## config.mk

```make
export PLATFORM = sky130hd
export DESIGN_NAME = sram_lsu_bridge
export DESIGN_NICKNAME = d
export VERILOG_FILES = /design/src/rtl/sram_lsu_bridge.sv
export SDC_FILE = /design/constraint.sdc
export NUM_CORES = 1
export LEC_CHECK = 0
export ABC_AREA = 1
export CAP_MARGIN = 10
export CORE_UTILIZATION = 31
export DETAILED_ROUTE_END_ITERATION = 12
export DONT_BUFFER_PORTS = 1
export PLACE_DENSITY = 0.46
export SETUP_SLACK_MARGIN = 0.02
export SYNTH_ARGS = -nofsm -noshare
export SYNTH_HDL_FRONTEND = slang
export SYNTH_SLANG_ARGS = --single-unit
```

## constraint.sdc

```tcl
create_clock -name i_clk -period 1.7 [get_ports i_clk]
set_input_delay 0.51 -clock i_clk [delete_from_list [all_inputs] [get_ports i_clk]]
set_output_delay 0.51 -clock i_clk [all_outputs]
set_load 0.02 [all_outputs]
```

## src/rtl/sram_lsu_bridge.sv

```systemverilog
// Load/store bridge from the RV32 LSU to the IS61WV25616 SRAM controller: one word-aligned
// strobe per access, core stalled until ACK, load lanes extracted and extended on return.
module sram_lsu_bridge #(
    parameter int TIMEOUT_CYCLES = 16
) (
    input  logic        i_clk,
    input  logic        i_reset,
    input  logic        i_lsu_sel,
    input  logic        i_lsu_rden,
    input  logic        i_lsu_wren,
    input  logic [2:0]  i_lsu_funct3,
    input  logic [31:0] i_lsu_addr,
    input  logic [31:0] i_lsu_wdata,
    output logic [31:0] o_lsu_rdata,
    output logic        o_lsu_stall,
    output logic        o_lsu_err,
    output logic [17:0] o_ADDR,
    output logic [31:0] o_WDATA,
    output logic [3:0]  o_BMASK,
    output logic        o_WREN,
    output logic        o_RDEN,
    input  logic [31:0] i_RDATA,
    input  logic        i_ACK
);

    localparam int CNT_W = $clog2(TIMEOUT_CYCLES + 1);
    localparam logic [CNT_W-1:0] CNT_LAST = CNT_W'(TIMEOUT_CYCLES - 1);

    localparam logic [2:0] F3_B  = 3'b000;
    localparam logic [2:0] F3_H  = 3'b001;
    localparam logic [2:0] F3_W  = 3'b010;
    localparam logic [2:0] F3_BU = 3'b100;
    localparam logic [2:0] F3_HU = 3'b101;

    typedef enum logic [1:0] {
        ST_IDLE  = 2'd0,
        ST_ISSUE = 2'd1,
        ST_WAIT  = 2'd2,
        ST_DONE  = 2'd3
    } state_t;

    function automatic logic [3:0] store_mask(input logic [2:0] f3, input logic [1:0] b);
        logic [3:0] m;
        case (f3)
            F3_B:    m = 4'b0001 << b;
            F3_H:    m = b[1] ? 4'b1100 : 4'b0011;
            F3_W:    m = 4'b1111;
            default: m = 4'b0000;
        endcase
        return m;
    endfunction

    // Sub-word stores are replicated across lanes so the byte mask alone selects the target.
    function automatic logic [31:0] store_data(input logic [2:0] f3, input logic [31:0] wd);
        logic [31:0] d;
        case (f3)
            F3_B:    d = {4{wd[7:0]}};
            F3_H:    d = {2{wd[15:0]}};
            F3_W:    d = wd;
            default: d = 32'h0000_0000;
        endcase
        return d;
    endfunction

    function automatic logic [31:0] load_extend(input logic [2:0] f3, input logic [1:0] b,
                                                input logic [31:0] rd);
        logic [7:0]  lane_b;
        logic [15:0] lane_h;
        logic [31:0] r;
        case (b)
            2'd0:    lane_b = rd[7:0];
            2'd1:    lane_b = rd[15:8];
            2'd2:    lane_b = rd[23:16];
            default: lane_b = rd[31:24];
        endcase
        lane_h = b[1] ? rd[31:16] : rd[15:0];
        case (f3)
            F3_B:    r = {{24{lane_b[7]}}, lane_b};
            F3_H:    r = {{16{lane_h[15]}}, lane_h};
            F3_W:    r = rd;
            F3_BU:   r = {24'h00_0000, lane_b};
            F3_HU:   r = {16'h0000, lane_h};
            default: r = 32'h0000_0000;
        endcase
        return r;
    endfunction

    state_t           state_r;
    logic [CNT_W-1:0] cnt_r;
    logic             load_r;
    logic [2:0]       f3_r;
    logic [1:0]       off_r;

    logic req_s;
    logic legal_s;
    logic misalign_s;
    logic go_s;
    logic bad_s;
    logic timeout_s;
    logic stall_s;
    logic err_s;
    logic unused_addr_s;

    assign req_s         = i_lsu_sel & (i_lsu_rden ^ i_lsu_wren);
    assign unused_addr_s = ^i_lsu_addr[31:19];

    // Decode funct3 legality and natural alignment of the presented request.
    always_comb begin
        legal_s    = 1'b0;
        misalign_s = 1'b0;
        if (i_lsu_rden) begin
            case (i_lsu_funct3)
                F3_B, F3_H, F3_W, F3_BU, F3_HU: legal_s = 1'b1;
                default:                        legal_s = 1'b0;
            endcase
        end else begin
            case (i_lsu_funct3)
                F3_B, F3_H, F3_W: legal_s = 1'b1;
                default:          legal_s = 1'b0;
            endcase
        end
        case (i_lsu_funct3)
            F3_H, F3_HU: misalign_s = i_lsu_addr[0];
            F3_W:        misalign_s = (i_lsu_addr[1:0] != 2'b00);
            default:     misalign_s = 1'b0;
        endcase
    end

    assign go_s      = req_s & legal_s & ~misalign_s;
    assign bad_s     = req_s & ~(legal_s & ~misalign_s);
    assign timeout_s = (state_r == ST_WAIT) & ~i_ACK & (cnt_r == CNT_LAST);

    // Core-side handshake; errors must reach the core in the cycle they are detected.
    always_comb begin
        stall_s = 1'b0;
        err_s   = 1'b0;
        case (state_r)
            ST_IDLE: begin
                stall_s = go_s;
                err_s   = bad_s;
            end
            ST_ISSUE: begin
                stall_s = 1'b1;
                err_s   = 1'b0;
            end
            ST_WAIT: begin
                stall_s = 1'b1;
                err_s   = timeout_s;
            end
            default: begin
                stall_s = 1'b0;
                err_s   = 1'b0;
            end
        endcase
    end

    assign o_lsu_stall = i_reset & stall_s;
    assign o_lsu_err   = i_reset & err_s;

    // Transaction FSM; strobes and load data default low so each is a one-cycle pulse.
    always_ff @(posedge i_clk or negedge i_reset) begin
        if (!i_reset) begin
            state_r     <= ST_IDLE;
            cnt_r       <= '0;
            load_r      <= 1'b0;
            f3_r        <= 3'b000;
            off_r       <= 2'b00;
            o_ADDR      <= 18'h0_0000;
            o_WDATA     <= 32'h0000_0000;
            o_BMASK     <= 4'b0000;
            o_WREN      <= 1'b0;
            o_RDEN      <= 1'b0;
            o_lsu_rdata <= 32'h0000_0000;
        end else begin
            o_WREN      <= 1'b0;
            o_RDEN      <= 1'b0;
            o_lsu_rdata <= 32'h0000_0000;
            case (state_r)
                ST_IDLE: begin
                    cnt_r <= '0;
                    if (go_s) begin
                        load_r  <= i_lsu_rden;
                        f3_r    <= i_lsu_funct3;
                        off_r   <= i_lsu_addr[1:0];
                        o_ADDR  <= {i_lsu_addr[18:2], 1'b0};
                        o_BMASK <= i_lsu_rden ? 4'b1111
                                              : store_mask(i_lsu_funct3, i_lsu_addr[1:0]);
                        o_WDATA <= i_lsu_rden ? 32'h0000_0000
                                              : store_data(i_lsu_funct3, i_lsu_wdata);
                        o_WREN  <= i_lsu_wren;
                        o_RDEN  <= i_lsu_rden;
                        state_r <= ST_ISSUE;
                    end
                end
                ST_ISSUE: begin
                    cnt_r   <= '0;
                    state_r <= ST_WAIT;
                end
                ST_WAIT: begin
                    if (i_ACK) begin
                        if (load_r) begin
                            o_lsu_rdata <= load_extend(f3_r, off_r, i_RDATA);
                        end
                        cnt_r   <= '0;
                        state_r <= ST_DONE;
                    end else if (cnt_r == CNT_LAST) begin
                        cnt_r   <= '0;
                        state_r <= ST_IDLE;
                    end else begin
                        cnt_r <= cnt_r + CNT_W'(1);
                    end
                end
                ST_DONE: begin
                    cnt_r   <= '0;
                    state_r <= ST_IDLE;
                end
                default: begin
                    cnt_r   <= '0;
                    state_r <= ST_IDLE;
                end
            endcase
        end
    end

endmodule
```

Yosys cells after proc, flatten, opt, wreduce, memory -nomap -nowiden
Index checks and enable logic that the tools add are counted.
{"block": "op_classes", "addsub": 1, "n_eq_ne": 16, "n_shift": 1, "mux": 28, "bitwise": 13, "n_reduce_logical": 12}
{"op": "$pmux 32 s5", "count": 1}
{"op": "$mux 32", "count": 4}
{"op": "$pmux 32 s3", "count": 1}
{"op": "$pmux 8 s3", "count": 1}
{"op": "$mux 16", "count": 1}
{"op": "$eq 3x3->1 const B", "count": 4}
{"op": "$pmux 4 s3", "count": 1}
{"op": "$mux 5", "count": 2}
{"op": "$pmux 5 s2", "count": 1}
{"op": "$and 1x1->1", "count": 9}
{"op": "$mux 4", "count": 2}
{"op": "$pmux 2 s4", "count": 1}
{"op": "$mux 1", "count": 7}
{"op": "$eq 2x2->1 const B", "count": 3}
{"op": "$eq 3x1->1 const B", "count": 2}
{"op": "$eq 3x2->1 const B", "count": 2}
{"op": "$logic_not 3->1", "count": 2}
{"op": "$mux 2", "count": 3}
{"op": "$pmux 1 s2", "count": 3}
{"op": "$reduce_or 3->1", "count": 2}
{"op": "$add 5x1->5 const B", "count": 1}
{"op": "$eq 5x4->1 const B", "count": 1}
{"op": "$reduce_or 5->1", "count": 1}
{"op": "$eq 2x1->1 const B", "count": 2}
{"op": "other kinds (9)", "count": 14}
{"block": "totals", "regBits": 100, "inputBits": 105, "out_inout_bits": 90, "word_cells": 82}

Logic depth before layout (Yosys ltp)
{"block": "depth", "word_depth": 9, "mapped_depth": 9, "mapped_depth_nobuf": 9}

Least setup slack after synthesis
Ideal clock, no wire load.
{"block": "synth_path", "path_type": "input to output", "from": "input i_lsu_funct3[0]", "to": "output o_lsu_stall", "arrival_time_ns": 1.314, "t_required_ns": 1.190, "setup_slack_ns": -0.124, "path_stages": 7, "n_path_buf": 1, "path_cell_list": "nor2_2 nand2_1 nand2_2 nand2_4 nor2_8 buf_6 o21a_1"}
{"block": "synth_between", "elab_chain_cells": 8, "elab_cells_between_ends": 17, "cone_classes": "4 x eq/ne; 5 x mux; 4 x bitwise; 4 x reduce/logical"}
{"item": "start: declaration", "line_no": "11", "text": "input logic [2:0] i_lsu_funct3,"}
{"item": "$eq 3x2->1 (tied with other cells)", "line_no": "112, 117, 122"}
{"item": "$reduce_or 5->1 or $reduce_or 3->1 (tied branches)", "line_no": "112, 117"}
{"item": "$mux 1, on equally long branches", "line_no": "112, 117"}
{"item": "$mux 1", "line_no": "111", "text": "if (i_lsu_rden) begin"}
{"item": "$and 1x1->1", "line_no": "129", "text": "assign go_s = req_s & legal_s & ~misalign_s;"}
{"item": "$and 1x1->1 *", "line_no": "129"}
{"item": "$pmux 1 s2 *", "line_no": "137", "text": "case (state_r)"}
{"item": "$and 1x1->1 *", "line_no": "157", "text": "assign o_lsu_stall = i_reset & stall_s;"}
{"item": "end: declaration", "line_no": "15", "text": "output logic o_lsu_stall,"}
Every way passes the cells marked *; elsewhere a longest branch is shown, timed or not.

Final worst setup path
{"block": "layout_path", "from": "register state_r[0]", "to": "output o_lsu_err"}
{"block": "layout_between", "elab_chain_cells": 5, "elab_cells_between_ends": 6, "cone_classes": "1 x eq/ne; 1 x mux; 3 x bitwise; 1 x reduce/logical"}
{"item": "start: declaration", "line_no": "88", "text": "state_t state_r;"}
{"item": "start signal: assignment", "line_no": "163", "text": "state_r <= ST_IDLE;"}
{"item": "start signal: assignment", "line_no": "192", "text": "state_r <= ST_ISSUE;"}
{"item": "start signal: assignment", "line_no": "197", "text": "state_r <= ST_WAIT;"}
{"item": "$eq 2x2->1", "line_no": "131, 137"}
{"item": "$and 1x1->1 (2 in series)", "line_no": "131", "text": "assign timeout_s = (state_r == ST_WAIT) & ~i_ACK & (cnt_r == CNT_LAST);"}
{"item": "$pmux 1 s2 *", "line_no": "137"}
{"item": "$and 1x1->1 *", "line_no": "158", "text": "assign o_lsu_err = i_reset & err_s;"}
{"item": "end: declaration", "line_no": "16", "text": "output logic o_lsu_err,"}
Marks and branches as above.

==> impl_metrics.json <==
{
  "status": "finished, violations left",
  "violations": "negative hold slack, negative setup slack",
  "ys_ff_latch": 100,
  "finalCritPeriodShare_pct": 115.6,
  "cellLeakagePower_uw": 0.002946,
  "async_flop_share_pct": 100.0,
  "cts_tree": "yes",
  "ios": 195,
  "setup_ws_ns": -0.2652,
  "synth_cells": 657,
  "track_usage_pct": 18.34,
  "synth_most_common_cell": "nand2_1",
  "start_util_pct": 31.64,
  "synth_simple_gate_area_share_pct": 30.26,
  "synth_top_area_cell": "dfrtp_1",
  "fin_crit_ns": 1.965,
  "gp_congestion": 0.8551,
  "wl_met2_microns": 7168,
  "synth_mux_area_share_pct": 0,
  "cts-root-buf": "clkbuf_16",
  "clock_skew_ns": 0.006533,
  "dp_slack_ns": -0.01817,
  "synth-adder-area-share_pct": 0.9995,
  "cts_buffer_depth": 2,
  "wire_per_inst_microns": 16.88,
  "routed.top_layer": "met4",
  "first_iter_violations": 239,
  "grt_pass1_vias": 4427,
  "critPathKind": "flop to primary output",
  "finalHoldViolCount": 100,
  "end_kind": "primary output",
  "insertion_delay_ns": 0.35,
  "die_area_sq_mm": 0.01666,
  "portBuffers": 0,
  "synth_edf_count": 0,
  "die_x_microns": 129.1,
  "slew_viol_final": 0,
  "grt_pass1_wl_microns": 23230,
  "synth_top_family_by_area": "simple AND/OR/NAND/NOR gates",
  "wl_met3_microns": 1474,
  "dr.pass1.iters": 5,
  "yosysWarnings": 0,
  "drc": 0,
  "ir_drop_v": 0.0004719,
  "finalInstanceArea_sq_mm": 0.005883,
  "rsz0062_at_grt": "yes",
  "met1_length_microns": 6030,
  "hold_class": "input port to asynchronous set/reset pin",
  "synth_ff_type": "dfrtp_1",
  "clock_sinks": 100,
  "yosysSeqAreaShare_pct": 49.98,
  "synthXorXnorAreaFrac_pct": 0.1749,
  "drv_cap": 0,
  "max_stage_delay_ns": 0.40,
  "final_core_util_pct": 37.17,
  "hpwl_microns": 10650,
  "grt-ovfl-total": 0,
  "vias": 4420,
  "ys_top_cells_by_count": "nand2_1, dfrtp_1, a21oi_1",
  "htreeDepth": 3,
  "worst_ep_required_time_ns": 1.19,
  "cp_cell_sequence": "inv_2 > buf_6 > ha_4 > nand3_2 > a21oi_2 > buf_4",
  "synthDistinctLibCells": 26,
  "synth_nets": 766,
  "finalSetupViolations": 2,
  "numCtsBuffers": 9,
  "core-area_sq_mm": 0.01583,
  "drive_above_1_share_pct": 13.22,
  "grt_max_degree": 102,
  "critPathSlowestCell": "dfrtp_1",
  "layout.nets": 785,
  "placed_area_sq_mm": 0.005330,
  "critPathArrivalTime_ns": 1.46,
  "diodes": 0,
  "fmax_mhz": 508.9,
  "synth_top_area_share_pct": 49.98,
  "synth.avg_cell_area_sq_um": 7.621,
  "synth.area.top_cells": "dfrtp_1, nand2_1, a21oi_1",
  "antenna_left": 0,
  "viasPerCell": 4.928,
  "antenna_found_initial": 0,
  "crit_fanout": 3,
  "p_per_area_mw_per_mm2": 1482,
  "wirelength_microns": 15140,
  "die_y_microns": 129.1,
  "fp-row-count": 46,
  "startpoint_type": "flop",
  "area_growth_pct": 17.49,
  "hold_ws_ns": -0.1468,
  "clkTransAtPathRegs_ns": 0.08,
  "synth_area_sq_mm": 0.005007,
  "synth-compound-area-share_pct": 10.99
}
[cell usage in the layout (no fill, tap or decap), types with 2 or more instances in the layout]
cell       instances
or2_2              2
nand2_4            4
ha_4               3
clkbuf_16         12
nand2_2            4
nor3_1             4
inv_1             38
nand3_2            2
nor2_1            37
o21ai_1            3
o21ai_0           43
buf_6              3
nand3_1           52
nor2_4             4
dfrtp_2            2
nand2_1          247
dfrtp_1           98
buf_4             29
buf_12             4
nand4_1            5
inv_6              5
nor2_2             2
inv_2              7
a21oi_1           60
[worst paths after layout]
| kind | from | endpoint | slack (ns) | cells after the start |
|---|---|---|---|---|
| worst min register to register | load_r | load_r | 0.53 | 2 |
| worst max register to register | state_r[0] | o_WDATA[12] | 0.12 | 10 |
| min in group i_clk | i_lsu_rden | o_WREN | 0.24 | 1 |
| worst min-delay path | i_reset | o_lsu_rdata[18] | -0.15 | 0 |
| max in group asynchronous | i_reset | o_lsu_rdata[4] | 1.64 | 0 |
| worst max-delay path | state_r[0] | o_lsu_err | -0.27 | 6 |
[metrics by stage]
| stage | TNS [ns] | instances | total power (uW) | hold slack [ns] |
|---|---|---|---|---|
| final | -0.4971 | 897 | 8720 | -0.1468 |
| after global routing | -0.6467 | 897 | 9367 | -0.1759 |
| after CTS | -0.5395 | 889 | 8742 | -0.1700 |
| after detailed placement | -0.02546 | 869 | 6525 | 0.2190 |
| after global placement | 0 | 869 | 6453 | 0.2193 |
| after floorplan | -0.05604 | 657 | 5765 | 0.2144 |
[worst max-delay path: cells and delay by family (launching register included)]
kind	cells	cell delay, ns
adders and majority gates	1	0.15
AOI/OAI and AO/OA	1	0.14
DFF	1	0.40
and+or+nand+nor	1	0.08
buffers and inverters	3	0.34
[area by class of cell]
cell class	instances	area, sq um
Fill cell	1622	9945
Clock inverter	7	62.56
Multi-Input combinational cell	480	2236
Sequential cell	100	2505
Tap cell	216	270.3
Clock buffer	9	225.2
Timing Repair Buffer	39	406.6
Inverter	46	177.7
[kinds of logic after synthesis]
group,after synthesis
fa+ha+maj,4
flops,100
other cells,1
simple gates,365
compound gates,109
buf+inv,77
xor+xnor,1
[power by group]
part | leakage [uW] | internal, uW | switching, uW
clock | 0.000139 | 1030 | 987
combinational | 0.00147 | 1050 | 1590
sequential | 0.00134 | 2950 | 1110
[what timing repair did]
action                                  CTS  global route
gates resized for setup                  16            19
buffers inserted                          4             6
endpoints found under the setup margin    4            29
hold endpoints to repair                100           100
pin swaps                                 6             2
cloned                                    0             3
[sequential cells by signal (all words and copies together) (netlist names)]
register,cells
o_RDEN,1
o_lsu_rdata,32
o_WDATA,32
f3_r,3
state_r,2
cnt_r,5
o_BMASK,4
o_ADDR,17
off_r,2
o_WREN,1
load_r,1
[layer usage]
metal | track usage [%] | up-vias
met1 | 21.34 | 2055
met2 | 29.70 | 190
met3 | 7.556 | 34
met5 | 0 | -
met4 | 8.028 | 0
li1 | - | 2141
(Power assumes the default switching activity.)
